**config.mk**
```make
export PLATFORM = sky130hd
export DESIGN_NAME = alu_ctrl
export DESIGN_NICKNAME = d
export VERILOG_FILES = /design/src/rtl/alu_ctrl_pkg.sv /design/src/rtl/alu_ctrl_decode.sv /design/src/rtl/alu_ctrl.sv
export SDC_FILE = /design/constraint.sdc
export NUM_CORES = 1
export LEC_CHECK = 0
export ABC_AREA = 1
export CORE_ASPECT_RATIO = 0.75
export CORE_UTILIZATION = 30
export CTS_BUF_LIST = sky130_fd_sc_hd__clkbuf_4 sky130_fd_sc_hd__clkbuf_8
export DETAILED_ROUTE_END_ITERATION = 16
export HOLD_SLACK_MARGIN = 0.02
export PLACE_DENSITY_LB_ADDON = 0.2
export SLEW_MARGIN = 20
export SYNTH_ARGS = -nofsm -noshare
export SYNTH_HDL_FRONTEND = slang
export SYNTH_SLANG_ARGS = --single-unit
```
**constraint.sdc**
```tcl
create_clock -name Clk -period 1.8 [get_ports Clk]
set_clock_uncertainty 0.15 [all_clocks]
set_input_delay 0.18 -clock Clk [delete_from_list [all_inputs] [get_ports Clk]]
set_output_delay 0.18 -clock Clk [all_outputs]
set_load 0.01 [all_outputs]
```
**src/rtl/alu_ctrl_pkg.sv**
```systemverilog
//------------------------------------------------------------------------------
// Package   : Definitions
// Purpose   : Shared types for the ALU controller: ALU opcode mnemonics,
//             controller state encoding, controller-only opcodes and the
//             result-source selector.
// Revision  : 1.0 - initial release
//------------------------------------------------------------------------------
`default_nettype none

package Definitions;

    // Opcodes understood by the external datapath ALU (encodings 0..11)
    typedef enum logic [3:0] {
        NOP    = 4'd0,
        INC    = 4'd1,
        DEC    = 4'd2,
        CLB    = 4'd3,
        ADD    = 4'd4,
        SUB    = 4'd5,
        ORR    = 4'd6,
        AND    = 4'd7,
        LSH    = 4'd8,
        RXOR_7 = 4'd9,
        RXOR_8 = 4'd10,
        XOR    = 4'd11
    } op_mne;

    // Controller FSM states
    typedef enum logic [2:0] {
        IDLE   = 3'd0,
        DECODE = 3'd1,
        EXEC   = 3'd2,
        WB     = 3'd3,
        HALT   = 3'd4
    } ctrl_state_t;

    // Opcodes handled by the controller itself rather than the ALU
    localparam logic [3:0] LDI = 4'd12;
    localparam logic [3:0] MVA = 4'd13;
    localparam logic [3:0] MVR = 4'd14;
    localparam logic [3:0] HLT = 4'd15;

    // Source of the value captured into the result register in EXEC
    typedef enum logic [1:0] {
        RES_ALU = 2'd0,
        RES_IMM = 2'd1,
        RES_RF  = 2'd2
    } res_sel_t;

endpackage

`default_nettype wire

```
**src/rtl/alu_ctrl_decode.sv**
```systemverilog
//------------------------------------------------------------------------------
// Module    : alu_ctrl_decode
// Purpose   : Purely combinational opcode decode: ALU operation, accumulator
//             write enable, zero-flag update, register-file write, halt and
//             result-source select.
// Revision  : 1.0 - initial release
//------------------------------------------------------------------------------
`default_nettype none

module alu_ctrl_decode
    import Definitions::*;
(
    input  logic [3:0] opcode,
    output op_mne      alu_op,
    output logic       acc_we,
    output logic       flag_upd,
    output logic       rf_we,
    output logic       halt,
    output res_sel_t   res_sel
);

    // Map the 4-bit opcode onto control strobes; ALU opcodes share encodings
    always_comb begin
        alu_op   = NOP;
        acc_we   = 1'b0;
        flag_upd = 1'b0;
        rf_we    = 1'b0;
        halt     = 1'b0;
        res_sel  = RES_ALU;
        if (opcode <= 4'd11) begin
            alu_op   = op_mne'(opcode);
            flag_upd = 1'b1;
            // NOP refreshes the flag from the ALU but never touches Acc
            acc_we   = (opcode != 4'd0);
        end else begin
            case (opcode)
                LDI: begin
                    acc_we  = 1'b1;
                    res_sel = RES_IMM;
                end
                MVA: begin
                    acc_we  = 1'b1;
                    res_sel = RES_RF;
                end
                MVR:     rf_we = 1'b1;
                HLT:     halt  = 1'b1;
                default: halt  = 1'b0;
            endcase
        end
    end

endmodule

`default_nettype wire

```
**src/rtl/alu_ctrl.sv**
```systemverilog
//------------------------------------------------------------------------------
// Module    : alu_ctrl
// Purpose   : Multi-cycle accumulator controller. Accepts one 9-bit
//             instruction per handshake, steps IDLE->DECODE->EXEC->WB, drives
//             an external ALU and register file, and parks in HALT on HLT.
// Revision  : 1.0 - initial release
//------------------------------------------------------------------------------
`default_nettype none

module alu_ctrl
    import Definitions::*;
#(
    parameter int W = 8
) (
    input  logic         Clk,
    input  logic         Reset_n,
    input  logic [8:0]   Instr,
    input  logic         Instr_valid,
    output logic         Instr_ready,
    output op_mne        ALU_OP,
    output logic [W-1:0] Alu_A,
    output logic [W-1:0] Alu_B,
    input  logic [W-1:0] Alu_out,
    input  logic         Alu_zero,
    output logic [3:0]   Rf_rd_addr,
    input  logic [W-1:0] Rf_rd_data,
    output logic         Rf_wr_en,
    output logic [3:0]   Rf_wr_addr,
    output logic [W-1:0] Rf_wr_data,
    output logic         Zero_flag,
    output logic         Done,
    output logic         Halted
);

    ctrl_state_t  state;
    ctrl_state_t  next_state;
    logic [8:0]   instr_q;
    logic [W-1:0] acc;
    logic [W-1:0] result;
    logic         zero_q;

    op_mne        dec_op;
    logic         dec_acc_we;
    logic         dec_flag_upd;
    logic         dec_rf_we;
    logic         dec_halt;
    res_sel_t     dec_res_sel;

    // Decode always works from the latched instruction, never the live input
    alu_ctrl_decode u_decode (
        .opcode   (instr_q[8:5]),
        .alu_op   (dec_op),
        .acc_we   (dec_acc_we),
        .flag_upd (dec_flag_upd),
        .rf_we    (dec_rf_we),
        .halt     (dec_halt),
        .res_sel  (dec_res_sel)
    );

    // State register
    always_ff @(posedge Clk or negedge Reset_n) begin
        if (!Reset_n) begin
            state <= IDLE;
        end else begin
            state <= next_state;
        end
    end

    // Next-state logic: fixed four-cycle sequence, HLT diverts to a sink state
    always_comb begin
        next_state = state;
        case (state)
            IDLE:    if (Instr_valid) next_state = DECODE;
            DECODE:  next_state = dec_halt ? HALT : EXEC;
            EXEC:    next_state = WB;
            WB:      next_state = IDLE;
            HALT:    next_state = HALT;
            default: next_state = IDLE;
        endcase
    end

    // Output logic: strobes are pure functions of state and latched decode
    always_comb begin
        Instr_ready = (state == IDLE);
        Done        = (state == WB);
        Halted      = (state == HALT);
        ALU_OP      = (state == EXEC) ? dec_op : NOP;
        Rf_wr_en    = (state == WB) && dec_rf_we;
    end

    // Instruction latch, result capture, flag update and accumulator write-back
    always_ff @(posedge Clk or negedge Reset_n) begin
        if (!Reset_n) begin
            instr_q <= '0;
            acc     <= '0;
            result  <= '0;
            zero_q  <= 1'b0;
        end else begin
            if ((state == IDLE) && Instr_valid) begin
                instr_q <= Instr;
            end
            if (state == EXEC) begin
                case (dec_res_sel)
                    RES_IMM: result <= W'(instr_q[4:0]);
                    RES_RF:  result <= Rf_rd_data;
                    default: result <= Alu_out;
                endcase
                if (dec_flag_upd) begin
                    zero_q <= Alu_zero;
                end
            end
            if ((state == WB) && dec_acc_we) begin
                acc <= result;
            end
        end
    end

    // The register address field is operand[3:0]; operand[4] only matters to LDI
    assign Rf_rd_addr = instr_q[3:0];
    assign Rf_wr_addr = instr_q[3:0];
    assign Rf_wr_data = acc;
    assign Alu_A      = acc;
    assign Alu_B      = Rf_rd_data;
    assign Zero_flag  = zero_q;

endmodule

`default_nettype wire

```
==> results.md, run 1 <==
Status:
- The flow ran to the end, and the final reports show no timing, DRC or antenna violations.

Clock tree:
- The H-tree generated during clock tree synthesis spans 2 levels.
- The cell at the root of the clock tree is clkbuf_8.
- The later pin in the worst-skew pair is clocked with a latency of 280 ps.
- The number of buffers created by CTS is 5.
- The number of buffers on the longest clock path is 2.
- The clock sink total is 29.
- Clock-pin slew was measured on the worst setup and hold paths at 60 ps.
- TritonCTS built the clock tree.

Route:
- For this block, the initial DRC count from the detailed router was 90.
- The total via count in the routed design is 1491.
- The detail-routed via count per cell is 4.212.
- The final routed wire length divided by cell count is 11.10 um.
- The final wirelength is 3928 um.
- The post-route antenna net violation count is 0.
- Before antenna repair, the detailed router went through 4 iterations.
- The DRC violation count after routing is 0.

Yosys:
- Counting every net in the synthesized netlist gives 244.
- The count of mapped cells out of synthesis is 213.
- The register bit count reported by yosys is 29.
- For this run, the number of Yosys warnings is 0.
- The share of the Yosys chip area taken by registers is 43.12%.
- In this run the mean area of a mapped cell was 7.901 um2.
- Among all flip-flop cells after synthesis, the most frequent one is dfrtp_1.
- The unique cell type count in the Yosys netlist is 22.
- The number of flops mapped to enable cells by yosys is 0.
- Counting flops with an async set or reset pin after synthesis yields a share of 100.0%.
- The post-synthesis instance area is 1683 um2.

Global routing:
- The first-pass GRT wire length is 6479 um.
- The global router's overall resource usage is 14.95%.
- The global-route congestion overflow total is 0.
- The largest net degree at the start of global routing is 30.
- The initial antenna violation count is 0.
- The number of global-route vias before repair came to 1390.

Pwr:
- The overall power consumption is 3.830 mW.
- The leakage power is 1.177 nW.
- IR analysis of the VDD net gives a maximum drop of 0.4558 mV.
- The cell area power density is 1537 nW/um2.

Finish:
- The area added between synthesis and finish is 48.03%.
- After the last flow step, the layout net total stands at 309.
- The number of antenna diodes is 0.
- Leaving out filler cells and counting taps, the final layout contains 354.
- The share of layout cells above drive strength 1 is 17.92%.

Worst setup path:
- The arrival time at the worst endpoint is 1390 ps.
- Measured in cells, the most critical reg-to-reg path has a length of 10.
- STA classifies the critical path endpoint as an output port.
- Data on the critical path is required at its endpoint by 1470 ps.
- STA classifies the critical path startpoint as a register.
- The critical path start-end classification is reg -> out.
- In this run the register-to-register setup slack is 100 ps.
- The critical path goes through buf_4, nand3_1, nor4_1, dlygate4sd1_1.
- Among cell families on the critical path, the largest total delay comes from buffers and inverters.
- The largest fanout on the critical path is 4.
- The delay of the slowest critical-path stage is 410 ps.
- The number of buffers and inverters on the critical path is 2.
- On the critical path, the stage with the largest delay is an instance of dfrtp_1.
- In this run the number of cells on the critical path is 4.

Placement:
- The count of buffers from port buffering is 69.
- The number of placed instances with taps included is 346.
- The detailed placer's ending HPWL is 3089 um.
- The final RePlAce weighted congestion is 0.7523.

STA:
- Measured against its own limit, the worst slew margin works out to 74.92%.
- The number of slew-limit violations in the final report was 0.
- The total negative slack for setup checks is 0 ps.
- Setup violations remaining at the end of the flow were counted as 0.
- The timing-limited maximum frequency is 0.5811 GHz.
- The actual transition at the worst max-transition pin is 376.3 ps.
- The final critical delay including setup and external delays is 1721 ps.
- The final-report hold violation count came to 0.
- The final clock period utilization by the worst path is 95.60%.

Die:
- 70 I/O pins were placed.
- The die covers 5916 um2.
- The die is 88.49 um wide.
- The initial standard-cell utilization of the core is 31.27%.
- The region available for standard cell placement spans 5381 um2.
- The die outline height is 66.86 um.
- In this run the core area contains 23 standard-cell rows.

Worst hold path:
- The min-delay analysis places its worst path in the category in -> async.

Run:
- Across the run, the number of max-cap violations was 0.
registers in the layout (all words and copies together) (netlist names):
register   count
Zero_flag      1
instr_q        9
Alu_A          8
result         8
state          3
cells in the mapped netlist (2+ instances only):
cell	instances	share of area, %
buf_2	2	0.59
nor2_1	24	5.4
ha_1	2	1.5
nand3_1	11	3.3
o21ai_2	9	4.7
nand3_4	2	2.1
nand2_1	63	14
nor2_4	2	1.3
inv_1	19	4.2
nor3_1	2	0.59
nand4_1	8	3.0
nand2_2	2	0.74
buf_4	25	11
a21oi_1	5	1.5
dfrtp_1	29	43
o21ai_0	2	0.59
kinds of logic after synthesis:
logic type | Yosys count | synth area share, %
buffers and inverters | 49 | 17.10
and+or+nand+nor | 116 | 31.15
AOI/OAI and AO/OA | 17 | 7.138
DFF | 29 | 43.12
adders and majority gates | 2 | 1.487
metal layers:
layer  share of wire [%]  vias up  GRT usage [%]
li1                    -      783              -
met1                  50      650          20.84
met2                  42       56          22.21
met3                 7.3        2          4.461
met4                0.38        0          4.234
met5                   0        -              0
layout make-up:
cell class                 instances  area (um2)
timing repair buffer              87       814.5
multi-input combinational        135       694.4
tap                               75       93.84
fill                             545        2890
clock buffer                       5       68.82
inverter                          20       75.07
clock inverter                     3       17.52
sequential                        29       726.9
where the power goes:
part,switching [mW],internal [mW]
clock,0.255,0.266
sequential,0.226,0.963
combinational,1.04,1.08
total,1.52,2.31
through the flow:
stage	hold slack (ps)	area [um2]	utilization, %	worst slack, ps
global placement	312.3	2390	44.41	-40.98
floorplan	-265.6	1683	-	57.32
finish	132.6	2491	46.29	79.16
global route	178.5	2491	46.29	-13.39
CTS	140.8	2486	46.20	15.72
detailed placement	320.9	2390	44.41	-81.13
placed cells by master, fill, tap and decap left out, types with 4 or more instances in the layout:
cell type and instances:
clkdlybuf4s50_1 61, nand3_1 11, a21oi_1 5, clkbuf_8 5
inv_1 19, nand2_1 63, nand4_1 8, dfrtp_1 28
nor2_1 22, o21ai_2 9, buf_4 18, dlygate4sd2_1 4
final timing paths:
check,startpoint,to
worst max register to register,instr_q[5],result[7]
worst min register to register,Zero_flag,Zero_flag
worst max-delay path,instr_q[6],Rf_wr_en
max in group asynchronous,Reset_n,state[2]
worst min-delay path,Reset_n,Alu_A[1]
min in group Clk,Instr[4],instr_q[4]
what timing repair did:
action	4_1_cts	5_1_grt
hold buffers	0	0
setup buffers	0	0
endpoints found under the setup margin	14	11
gates resized for setup	14	7
gates cloned	0	0
pin swaps	0	0
Note: power is estimated with default switching activity, not from simulation.
==> run 2: changes to the inputs <==
--- a/config.mk
+++ b/config.mk
@@ -7,11 +7,12 @@
 export LEC_CHECK = 0
 export ABC_AREA = 1
 export CORE_ASPECT_RATIO = 0.75
-export CORE_UTILIZATION = 30
+export CORE_UTILIZATION = 40
 export CTS_BUF_LIST = sky130_fd_sc_hd__clkbuf_4 sky130_fd_sc_hd__clkbuf_8
 export DETAILED_ROUTE_END_ITERATION = 16
 export HOLD_SLACK_MARGIN = 0.02
 export PLACE_DENSITY_LB_ADDON = 0.2
+export SKIP_LAST_GASP = 1
 export SLEW_MARGIN = 20
 export SYNTH_ARGS = -nofsm -noshare
 export SYNTH_HDL_FRONTEND = slang
==> constraint.sdc (replaced) <==
create_clock -name Clk -period 1.8 [get_ports Clk]
set_clock_uncertainty 0.15 [all_clocks]
set_input_delay 0.18 -clock Clk [delete_from_list [all_inputs] [get_ports Clk]]
set_output_delay 0.18 -clock Clk [all_outputs]
set_load 0.05 [all_outputs]
==> results.md, run 2 (synthesis gave the netlist of run 1 again) <==
Die:
- The die area came to 4473 um2 (was 5916 um2).
- The die outline width is 76.90 um (was 88.49 um).
- The initial standard-cell utilization of the core is 41.77% (was 31.27%).
- The floorplan core area is 4029 um2 (was 5381 um2).
- The die outline height was 58.17 um (was 66.86 um).
- The boundary pin count is 70 (unchanged).
- The number of rows created at floorplan is 20 (was 23).

Route:
- The uppermost layer routed was met4 (unchanged).
- The DRC violation count after routing is 0 (unchanged).
- The detailed-router iteration count before antenna repair is 4 (unchanged).
- The final wirelength is 3822 um (was 3928 um).
- The detail-routed via count per cell is 4.536 (was 4.212).
- The total via count in the routed design is 1506 (was 1491).
- The post-route antenna net violation count is 0 (unchanged).
- The sum of met3 wire segment lengths after detailed routing is 281 um (was 285 um).
- The met2 routed wirelength was 1766 um (was 1653 um).
- The DRC violation total after the first TritonRoute iteration was 96 (was 90).
- The final routed wire length divided by cell count is 11.51 um (was 11.10 um).
- The wire length on met1 came to 1737 um (was 1973 um).

STA:
- The worst hold slack after final layout is 132.4 ps (was 132.6 ps).
- The final-report hold violation count came to 0 (unchanged).
- The timing-limited maximum frequency is 0.5655 GHz (was 0.5811 GHz).
- The slack of the critical path came to 31.74 ps (was 79.16 ps).
- The number of slew-limit violations in the final report is 0 (unchanged).
- The actual transition at the worst max-transition pin is 357.8 ps (was 376.3 ps).
- The total negative slack for setup checks is 0 ps (unchanged).
- The final critical delay including setup and external delays is 1768 ps (was 1721 ps).
- The number of failing setup endpoints in the final timing report was 0 (unchanged).
- The headroom to the max-slew limit was 76.15% (was 74.92%).
- The final clock period utilization by the worst path was 98.24% (was 95.60%).
- Setup repair after global routing could not meet its margin everywhere.

Finish:
- The largest register by flop count is instr_q (unchanged).
- The area of combinational cells with multiple inputs came to 738.2 um2 (was 694.4 um2).
- Leading cell types in the layout, fill and taps excluded: 61 x nand2_1, 40 x buf_4, 28 x clkdlybuf4s50_1, 24 x dfrtp_1, 20 x nor2_1 (was 63 x nand2_1, 61 x clkdlybuf4s50_1, 28 x dfrtp_1, 22 x nor2_1, 19 x inv_1).
- The share of layout cells above drive strength 1 came to 35.74% (was 17.92%).
- The count of non-filler cells in the finished layout came to 332 (was 354).
- The most common cell after layout, fill and taps aside is nand2_1 (unchanged).
- The number of filler cells placed in the layout was 341 (was 545).
- The area used by sequential logic in the layout came to 732.0 um2 (was 726.9 um2).
- The flip-flop count of the largest register, all copies and words added came to 9 (unchanged).
- The post-route standard cell area excluding fillers was 2613 um2 (was 2491 um2).
- The total number of nets in the final design is 307 (was 309).
- The area added between synthesis and finish was 55.24% (was 48.03%).
- The number of antenna diodes is 0 (unchanged).
- The final core utilization is 64.84% (was 46.29%).

Worst setup path:
- The required arrival time at the worst endpoint is 1470 ps (about the same).
- Ordered cell list for the critical path: or2_2, nor2_1, buf_12 (was buf_4, nand3_1, nor4_1, dlygate4sd1_1).
- The number of buffers and inverters on the critical path was 1 (was 2).
- The worst flop-to-flop path endpoint is result[5] (was result[7]).
- The depth of the most critical reg-to-reg path was 9 (was 10).
- The largest fanout on the critical path is 6 (was 4).
- The critical path start-end classification is reg -> out (unchanged).
- The logic depth of the worst setup path including buffers is 3 (was 4).
- The critical register-to-register path startpoint is instr_q[6] (was instr_q[5]).
- The arrival time at the worst endpoint is 1440 ps (was 1390 ps).
- The critical path's slowest cell was dfrtp_2 (was dfrtp_1).
- The endpoint class of the critical path is an output port (unchanged).
- The kind of start point of the critical path is a register (unchanged).
- The largest delay contributor family on the critical path is simple AND/OR/NAND/NOR gates (was buffers and inverters).
- The delay of the slowest critical-path stage is 460 ps (was 410 ps).
- The worst reg-to-reg setup slack came to 110 ps (was 100 ps).

Clock tree:
- The clock insertion delay at the later pin of the skew report is 280 ps (about the same).
- The clock sink total is 29 (unchanged).
- The number of buffers on the longest clock path is 2 (unchanged).
- The cell at the root of the clock tree is clkbuf_8 (unchanged).
- The number of buffers created by CTS was 5 (unchanged).
- The CTS tree is built (unchanged).
- The hold buffer count at cts is 0 (unchanged).
- The level count of the clock H-tree is 2 (unchanged).
- The clock slew at the register clock pins of the worst setup and hold paths is 60 ps (about the same).

Placement:
- The count of buffers from port buffering was 69 (unchanged).
- The number of placed instances with taps included is 318 (was 346).
- The placed cell area came to 2416 um2 (was 2390 um2).
- The final RePlAce weighted congestion was 0.8339 (was 0.7523).
- The worst-case setup slack after placement is 2.742 ps (was -81.13 ps).
- The detailed placer's ending HPWL is 2842 um (was 3089 um).

Pwr:
- The maximum vdd ir drop is 1.032 mV (was 0.4558 mV).
- The cell area power density came to 1914 nW/um2 (was 1537 nW/um2).
- The leakage power is 1.264 nW (was 1.177 nW).
- The overall power consumption is 4.999 mW (was 3.830 mW).

Run:
- The number of maximum-capacitance violations came to 0 (unchanged).

Global routing:
- The first-pass GRT wire length was 6472 um (was 6479 um).
- The global-route congestion overflow total is 0 (unchanged).
- The initial antenna violation count is 0 (unchanged).
- The number of global-route vias before repair is 1409 (was 1390).
- The global router's overall resource usage is 18.93% (was 14.95%).
- The largest net degree at the start of global routing is 30 (unchanged).

Worst hold path:
- The worst min-delay path class is in -> async (unchanged).

Status:
- Run status: complete, no violations (unchanged).
[run 2: cell types whose count changed in the layout (fill, tap and decap cells not counted), moves of 4 or more]
cell,before,now
dfrtp_2,1,5
buf_12,0,16
buf_4,18,40
clkdlybuf4s50_1,61,28
dlygate4sd2_1,4,0
dfrtp_1,28,24
[run 2: layout make-up]
type / instances / area share (%)
multi-input combinational: 135 / 28.26
clock buffer: 6 / 2.921
clock inverter: 2 / 0.3831
sequential: 29 / 28.02
inverter: 20 / 2.874
tap: 55 / 2.634
timing repair buffer: 85 / 34.91
[run 2: layer usage]
metal | GRT usage [%] | vias up
met5 | 0 | -
met4 | 6.593 | 0
met3 | 4.882 | 5
li1 | - | 777
met1 | 25.00 | 664
met2 | 30.48 | 60
[run 2: worst max-delay path by stage]
stage / start / endpoint / slack [ps]
2_1_floorplan: instr_q[7] / Rf_wr_en / -130
4_1_cts: state[1] / Halted / 0.3
5_1_grt: instr_q[6] / result[5] / -30
3_3_place_gp: instr_q[5] / result[3] / 80
3_5_place_dp: instr_q[5] / result[3] / 3
6_report: state[1] / Instr_ready / 30
[run 2: power breakdown]
group | switching [mW] | leakage (nW) | internal, mW
sequential | 0.273 | 0.347 | 0.973
combinational | 2.09 | 0.868 | 1.14
clock | 0.237 | 0.0484 | 0.282
[run 2: repair_timing]
item	in CTS	in global routing
hold endpoints to repair	0	0
resized for setup	5	14
pin swaps	0	3
buffers inserted	0	6
setup endpoints to repair	8	13
==> run 3: changes to the inputs <==
--- a/config.mk
+++ b/config.mk
@@ -8,7 +8,8 @@
 export ABC_AREA = 1
 export CORE_ASPECT_RATIO = 0.75
 export CORE_UTILIZATION = 40
-export CTS_BUF_LIST = sky130_fd_sc_hd__clkbuf_4 sky130_fd_sc_hd__clkbuf_8
+export CTS_BUF_LIST = sky130_fd_sc_hd__clkbuf_8
+export CTS_CLUSTER_SIZE = 10
 export DETAILED_ROUTE_END_ITERATION = 16
 export HOLD_SLACK_MARGIN = 0.02
 export PLACE_DENSITY_LB_ADDON = 0.2
==> results.md, run 3 (synthesis gave the netlist of run 1 again) <==
Clock tree:
- The clock slew at the register clock pins of the worst setup and hold paths is 60 ps (about the same).
- The clock insertion delay at the later pin of the skew report is 280 ps (about the same).
- The clock sink total is 29 (unchanged).
- The number of buffers on the longest clock path was 2 (unchanged).
- The level count of the clock H-tree is 2 (unchanged).
- The cell at the root of the clock tree is clkbuf_8 (unchanged).
- The CTS tree is built (unchanged).
- The hold buffer count at cts is 0 (unchanged).
- The number of buffers created by CTS came to 5 (unchanged).

Finish:
- The flip-flop count of the largest register, all copies and words added is 9 (unchanged).
- The share of layout cells above drive strength 1 is 35.38% (was 35.74%).
- The total number of nets in the final design is 307 (unchanged).
- The most common cell after layout, fill and taps aside is nand2_1 (unchanged).
- The final core utilization is 64.75% (was 64.84%).
- Leading cell types in the layout, fill and taps excluded: 61 x nand2_1, 40 x buf_4, 28 x clkdlybuf4s50_1, 24 x dfrtp_1, 20 x nor2_1 (unchanged).
- The number of antenna diodes is 0 (unchanged).
- The post-route standard cell area excluding fillers is 2609 um2 (was 2613 um2).
- The count of non-filler cells in the finished layout is 332 (unchanged).
- The area added between synthesis and finish came to 55.02% (was 55.24%).
- The largest register by flop count is instr_q (unchanged).

Placement:
- The placed cell area came to 2416 um2 (unchanged).
- The detailed placer's ending HPWL was 2842 um (unchanged).
- The worst-case setup slack after placement is 2.742 ps (unchanged).
- The final RePlAce weighted congestion is 0.8339 (unchanged).
- The count of buffers from port buffering was 69 (unchanged).
- The number of placed instances with taps included is 318 (unchanged).

Global routing:
- The number of global-route vias before repair is 1409 (unchanged).
- The first-pass GRT wire length is 6472 um (unchanged).
- The initial antenna violation count is 0 (unchanged).
- The global-route congestion overflow total is 0 (unchanged).
- The largest net degree at the start of global routing is 30 (unchanged).
- The global router's overall resource usage was 18.93% (unchanged).

STA:
- The final critical delay including setup and external delays is 1768 ps (about the same).
- The final-report hold violation count is 0 (unchanged).
- The number of failing setup endpoints in the final timing report is 0 (unchanged).
- The final clock period utilization by the worst path came to 98.23% (was 98.24%).
- The timing-limited maximum frequency is 0.5655 GHz (about the same).
- The total negative slack for setup checks was 0 ps (unchanged).
- The headroom to the max-slew limit is 76.13% (was 76.15%).
- The number of slew-limit violations in the final report is 0 (unchanged).
- The worst hold slack after final layout is 132.7 ps (was 132.4 ps).
- Unrepaired setup endpoints after global routing: yes (unchanged).
- The actual transition at the worst max-transition pin came to 358.0 ps (was 357.8 ps).
- The slack of the critical path was 31.77 ps (was 31.74 ps).

Pwr:
- The maximum vdd ir drop was 1.032 mV (about the same).
- The overall power consumption is 4.982 mW (was 4.999 mW).
- The cell area power density was 1910 nW/um2 (was 1914 nW/um2).
- The leakage power is 1.264 nW (about the same).

Route:
- The DRC violation count after routing is 0 (unchanged).
- The DRC violation total after the first TritonRoute iteration is 99 (was 96).
- The detail-routed via count per cell is 4.572 (was 4.536).
- The detailed-router iteration count before antenna repair was 4 (unchanged).
- The post-route antenna net violation count is 0 (unchanged).
- The total via count in the routed design was 1518 (was 1506).
- The final wirelength came to 3827 um (was 3822 um).
- The final routed wire length divided by cell count is 11.53 um (was 11.51 um).

Worst setup path:
- The arrival time at the worst endpoint is 1440 ps (about the same).
- The delay of the slowest critical-path stage is 460 ps (about the same).
- Ordered cell list for the critical path: or2_2, nor2_1, buf_12 (unchanged).
- The critical register-to-register path startpoint was instr_q[6] (unchanged).
- The endpoint class of the critical path is an output port (unchanged).
- The critical path's slowest cell is dfrtp_2 (unchanged).
- The kind of start point of the critical path was a register (unchanged).
- The critical path start-end classification is reg -> out (unchanged).
- The timing startpoint of the critical path is state[1] (unchanged).
- The required arrival time at the worst endpoint is 1470 ps (about the same).
- The largest fanout on the critical path is 6 (unchanged).

Worst hold path:
- The worst min-delay path class is in -> async (unchanged).

Die:
- The number of rows created at floorplan was 20 (unchanged).
- The floorplan core area is 4029 um2 (unchanged).
- The boundary pin count is 70 (unchanged).
- The die area is 4473 um2 (unchanged).
- The die outline height came to 58.17 um (unchanged).
- The initial standard-cell utilization of the core was 41.77% (unchanged).
- The die outline width is 76.90 um (unchanged).

Status:
- Run status: complete, no violations (unchanged).

Run:
- The number of maximum-capacitance violations is 0 (unchanged).
[run 3: changes by cell type in the layout (fill, tap and decap cells not counted), sizes merged]
cell / delta
inv: +1
clkbuf: -1
[run 3: what timing repair did]
action | 4_1_cts | 5_1_grt
pin swaps | 0 | 3
buffers inserted | 0 | 6
endpoints found under the setup margin | 8 | 13
resized for setup | 5 | 14
gates cloned | 0 | 0
[run 3: path summary, 6_finish.rpt]
kind,slack [ps],cells past startpoint,end
hold reg to reg,340,2,result[7]
max in group asynchronous,1070,2,state[0]
min in group Clk,290,3,Zero_flag
setup reg to reg,110,9,result[5]
setup / recovery,30,3,Instr_ready
hold / removal,130,2,Alu_A[0]
[run 3: final cells by class]
cell class / count / area (um2)
fillers: 342 / 1420
repair buffers: 85 / 912.1
multi-input cells: 135 / 738.2
flip-flops and latches: 29 / 732.0
inverters: 20 / 75.07
clock buffers: 5 / 68.82
well taps: 55 / 68.82
clock inverters: 3 / 13.76
[run 3: metal layers]
metal / up-vias / part of all wire [%] / wire length (um) / GRT usage (%)
met5: - / 0 / 0 / 0
met4: 0 / 0.97 / 37 / 6.593
met3: 5 / 7.3 / 281 / 4.882
met2: 60 / 46 / 1766 / 30.48
met1: 676 / 46 / 1742 / 25.00
li1: 777 / - / - / -
[run 3: where the power goes]
part           internal (mW)  switching (mW)
Combinational           1.14            2.10
Clock                  0.261           0.239
Sequential             0.973           0.274
[run 3: critical path, delay by kind of cell (launching register included)]
kind	cells	cell delay [ps]
flops	1	460
buf+inv	1	170
simple gates	2	530
